--- src/rtl/alu_writeback.sv ---
// alu_writeback: registers ALU results into the register-file write port and branch redirect, serialising MUL/DIV hi words
module alu_writeback #(
  parameter int DATA_W = 16,
  parameter int REG_AW = 4,
  parameter int FUNCT_W = 4
) (
  input  logic               clk,
  input  logic               rst_n,
  input  logic               in_valid,
  output logic               in_ready,
  input  logic [FUNCT_W-1:0] in_funct,
  input  logic [DATA_W-1:0]  in_result,
  input  logic [DATA_W-1:0]  in_r0,
  input  logic               in_branch,
  input  logic [REG_AW-1:0]  in_dest,
  input  logic [DATA_W-1:0]  in_pc,
  input  logic [DATA_W-1:0]  in_offset,
  output logic               rf_we,
  output logic [REG_AW-1:0]  rf_waddr,
  output logic [DATA_W-1:0]  rf_wdata,
  output logic               br_taken,
  output logic [DATA_W-1:0]  br_target,
  output logic               stall
);
  localparam logic [1:0] IDLE = 2'd0, WR_1 = 2'd1, WR_LO_2 = 2'd2, WR_HI = 2'd3;
  logic [1:0] state;
  logic [DATA_W-1:0] r0_q;
  logic xfer, two, single, brf;
  assign in_ready = state != WR_LO_2;
  assign stall = ~in_ready;
  assign xfer = in_valid & in_ready;
  assign two = in_funct == FUNCT_W'(1) || in_funct == FUNCT_W'(2);
  assign single = (in_funct >> 3) == FUNCT_W'(1);
  assign brf = in_funct >= FUNCT_W'(3) && in_funct <= FUNCT_W'(5);
  always_ff @(posedge clk) begin
    if (!rst_n) begin
      state <= IDLE;
      r0_q <= '0;
      rf_we <= 1'b0;
      rf_waddr <= '0;
      rf_wdata <= '0;
      br_taken <= 1'b0;
      br_target <= '0;
    end else begin
      rf_we <= 1'b0;
      br_taken <= 1'b0;
      if (state == WR_LO_2) begin
        rf_we <= 1'b1;
        rf_waddr <= '0;
        rf_wdata <= r0_q;
        state <= WR_HI;
      end else if (xfer) begin
        rf_we <= single | two;
        rf_waddr <= in_dest;
        rf_wdata <= in_result;
        br_taken <= brf & in_branch;
        br_target <= in_pc + in_offset;
        r0_q <= in_r0;
        state <= two ? WR_LO_2 : WR_1;
      end else begin
        state <= IDLE;
      end
    end
  end
endmodule
--- config.mk ---
export PLATFORM = sky130hd
export DESIGN_NAME = alu_writeback
export DESIGN_NICKNAME = d
export VERILOG_FILES = /design/src/rtl/alu_writeback.sv
export SDC_FILE = /design/constraint.sdc
export NUM_CORES = 1
export LEC_CHECK = 0
export CAP_MARGIN = 20
export CELL_PAD_IN_SITES_DETAIL_PLACEMENT = 0
export CELL_PAD_IN_SITES_GLOBAL_PLACEMENT = 1
export CORE_MARGIN = 4
export CORE_UTILIZATION = 30
export CTS_CLUSTER_DIAMETER = 50
export DETAILED_ROUTE_END_ITERATION = 16
export PLACE_DENSITY_LB_ADDON = 0.15
export SYNTH_ARGS = -nofsm -noshare
export SYNTH_HDL_FRONTEND = slang
export SYNTH_SLANG_ARGS = --single-unit
--- constraint.sdc ---
create_clock -name clk -period 2.7 [get_ports clk]
set_clock_uncertainty 0.05 [all_clocks]
set_input_delay 0.54 -clock clk [delete_from_list [all_inputs] [get_ports clk]]
set_output_delay 0.54 -clock clk [all_outputs]
set_load 0.01 [all_outputs]
* After elaboration in Yosys (flattened, before gate mapping)
Cells that the tools add are included.
** Word-level totals
- Word-level logic and storage cells :: 34
- Memory bits (writable) :: 0
- Bits in registers :: 56
- Bits of input ports :: 76
- Output and inout port bits :: 40
- Memories :: 0
- ROM bits :: 0
- Bits in latches :: 0
** Operators by class
- Equal/unequal tests :: 4
- Reductions and logical operators :: 6
- $lt $le $gt $ge :: 2
- Div/mod/pow operators :: 0
- $mul :: 0
- Bitwise logic cells :: 7
- Add/sub/neg operators :: 1
- Multiplexer cells :: 7
- Shifts and indexed selects :: 0
** Operators with widths (number)
- $mux W16 :: 2
- $add A16 B16 Y16 :: 1
- $mux W2 :: 3
- $eq A4 B1 Y1 const B :: 1
- $eq A4 B2 Y1 const B :: 1
- $ge A4 B2 Y1 const B :: 1
- $le A4 B3 Y1 const B :: 1
- $not A1 Y1 :: 4
- $reduce_or A3 Y1 :: 1
- $and A1 B1 Y1 :: 2
- $eq A2 B2 Y1 const B :: 1
- $mux W1 :: 2
- $ne A2 B2 Y1 const B :: 1
- $reduce_and A2 Y1 :: 1
- $reduce_bool A2 Y1 :: 1
- $reduce_or A2 Y1 :: 1
- $logic_and A1 B1 Y1 :: 1
- $logic_or A1 B1 Y1 :: 1
- $or A1 B1 Y1 :: 1

* Logic depth before layout (Yosys ltp)
- Depth in word-level cells :: 5
- Depth in mapped cells :: 7
- Depth with buffers taken out :: 7

* Least setup slack after synthesis
No wires, ideal clock.
- Kind :: input to register
- Start :: input port in_pc[0]
- End :: register br_target[12]
- Data arrival time :: 2281 ps
- Setup slack :: 307 ps
- Stages :: 7
- Required time :: 2588 ps
- Buffers on the path :: 0
- Library setup time :: 62 ps
- Cells stage by stage :: ha_1 fa_1 a21o_1 a311oi_2 nor3_1 or4_1 nand3_1
** On the way
- Cells in the longest elaborated chain, start to end :: 1
** Ends and longest elaborated chain
- from (decl) :: RTL line 16 : input logic [DATA_W-1:0] in_pc,
- $add A16 B16 Y16 :: RTL line 57 : br_target <= in_pc + in_offset;
- to (signal assigned) :: RTL line 57
- to (decl) :: RTL line 22 : output logic [DATA_W-1:0] br_target,
Every way passes these cells.
A chain may end at the register's enable or synchronous reset.

* Final worst setup path
- Start :: input port in_pc[0]
- End :: register br_target[10]
Same word-level chain as after synthesis.

==> results.tsv <==
metric	value	unit
fin_area	4374	µm²
powerDensity	456.8	nW/µm²
postCtsHoldBufs	0	
syn_inst	338	
path_class	in2reg	
nNetsFinal	553	
grt_pass1_vias	2728	
tightest_slew	0.5294	ns
core	9284	µm²
met2_length	3722	µm
rr_startpoint	state[0]	
wirelength	8084	µm
diodes	0	
grt_overflow	0	
drt_iter0_markers	90	
drive_gt1_share	9.307	%
route.detailed.drc	0	
crit_fanout	3	
ir_drop	229.2	µV
antenna_found_initial	0	
via_count	2844	
yosysSeqAreaShare	38.84	%
syn_avg_cell_area	8.540	µm²
synth_area_leaders	dfxtp_1 39%, nand2_1 7.0%, mux2i_1 6.9%, ha_1 6.5%, a21oi_1 5.9%	
htreeDepth	2	
ioPinCount	116	
setup_tns	0	ns
slew_viol_final	0	
cts_resized	0	
syn_nets	430	
hpwl	6134	µm
highest-signal-layer	met4	
async_flop_share	0	%
synth.distinct_cells	55	
synth_largest_area_cell	dfxtp_1	
path_clk_slew	0.11	ns
cts.sinks	56	
cp_data_required_time	2.86	ns
p_int	1.415	mW
grt_setup_unrepaired	false	
die_x	106.1	µm
pwr-share-comb	29.5	%
fin_crit	2.593	ns
wl_met1	3905	µm
start_util	31.09	%
finalSetupViolations	0	
place_congestion	0.7832	
hold_viol_final	0	
ys_ff_latch	56	
synth_most_common_cell	dfxtp_1	
clock.fmax	385.7	MHz
p_sw	0.5835	mW
routedWlPerCell	13.68	µm
post-route-period-util	96.02	%
io_buffers	115	
slew-limit-headroom	64.71	%
cts_buffers	5	
dpl-instance-area	4278	µm²
via_per_inst	4.812	
ant_nets	0	
grt_pass1_wl	13150	µm
cts_tree	yes	
drt_pass1_iterations	4	
wl_met3	408	µm
holdCritStartpoint	br_target[4]	
clock_path_buffers	2	
clock-root-buffer	clkbuf_8	
synthesis.area	2887	µm²
start_kind	primary input	
p_leak	1.770	nW
die_area	11260	µm²
grt_max_degree	41	
outcome	finished clean	
critical_path.startpoint	in_pc[0]	
fin_cells	591	
rows	35	
postCtsSetupBuffers	0	
hold_class	reg2reg	
cp.arrival	2.75	ns
grtUsageTotal	14.09	%
insertion_delay	0.31	ns
post-place-cells	583	
dieHeight	106.1	µm
synth-edff-count	0	
clkPwrFrac	24.4	%
synth_common_cells	56 x dfxtp_1, 54 x nand2_1, 34 x a21oi_1	
yosysTopAreaCellShare	38.84	%
num-fill-cells	966	
syn_to_final_growth	51.54	%
swShare	29.20	%
maxCapViolations	0	
end_kind	flop	
yosys_warnings	0	
power_frac_seq	46.2	%
ys.flop_type	dfxtp_1	
cells in the final DEF (no fill, tap or decap), types with 4 or more instances in the layout:
cell type | synthesis | layout
a211oi_1 | 18 | 18
nand2_1 | 54 | 54
clkdlybuf4s50_1 | 0 | 115
nor3_1 | 6 | 6
dfxtp_1 | 56 | 56
xnor2_1 | 4 | 4
o21ai_0 | 8 | 8
a21oi_1 | 34 | 34
clkbuf_8 | 0 | 5
a21o_1 | 4 | 4
nor4_1 | 4 | 4
ha_1 | 15 | 15
nor2_1 | 25 | 25
nand3_1 | 12 | 12
mux2i_1 | 20 | 20
buf_4 | 1 | 22
sequential cells by signal (all words and copies together), names as in the netlist:
signal / cells
br_target: 16
r0_q: 16
rf_wdata: 16
rf_waddr: 4
state: 2
br_taken: 1
rf_we: 1
worst max-delay path, stage by stage:
cell and delay, ns:
clkdlybuf4s50_1 0.40, ha_1 0.23, fa_1 0.38, a21o_1 0.23, a311o_1 0.39, a21oi_1 0.20
nor4_1 0.07, o311a_1 0.30
path summary, 6_finish.rpt:
check / end / slack [ns] / cells past startpoint
worst min-delay path: br_target[4] / 0.41 / 2
worst min register to register: br_target[4] / 0.41 / 2
worst max-delay path: br_target[10] / 0.11 / 8
worst max register to register: br_target[12] / 0.80 / 4
cells by family after synthesis:
kind of cell / synth area share, %
compound gates: 22.89
flops: 38.84
mux: 7.325
fa+ha+maj: 7.196
xor+xnor: 1.821
simple gates: 18.42
buf+inv: 3.511
layer usage:
metal,track usage [%],vias up
met4,3.053,0
met3,2.914,2
li1,-,1474
met5,0,-
met2,23.86,69
met1,18.49,1299
metrics by stage:
| stage | hold WS [ns] | power, mW | utilization [%] | setup slack, ns |
|---|---|---|---|---|
| 2_1_floorplan | 0.3867 | 1.227 | - | 0.3070 |
| 3_3_place_gp | 0.3899 | 1.531 | 46.08 | -0.1808 |
| 3_5_place_dp | 0.3969 | 1.535 | 46.08 | -0.2260 |
| 4_1_cts | 0.4110 | 2.033 | 47.12 | 0.1196 |
| 5_1_grt | 0.4311 | 2.127 | 47.12 | 0.01789 |
| 6_report | 0.4075 | 1.998 | 47.12 | 0.1073 |
power by group through the flow:
stage / Sequential (mW) / Clock, mW / Combinational (mW)
after floorplan: 0.961 / 0 / 0.266
after global placement: 0.941 / 0 / 0.590
after detailed placement: 0.941 / 0 / 0.593
after CTS: 0.923 / 0.513 / 0.596
after global routing: 0.932 / 0.547 / 0.648
final: 0.923 / 0.487 / 0.589
area by class of cell:
type / count / area [µm²] / share of cell area [%]
clock inverters: 3 / 27.53 / 0.6293
flip-flops and latches: 56 / 1121 / 25.63
repair buffers: 137 / 1316 / 30.09
inverters: 4 / 15.01 / 0.3432
clock buffers: 5 / 68.82 / 1.573
multi-input cells: 257 / 1664 / 38.04
well taps: 129 / 161.4 / 3.690
Note: power is estimated with default switching activity, not from simulation.
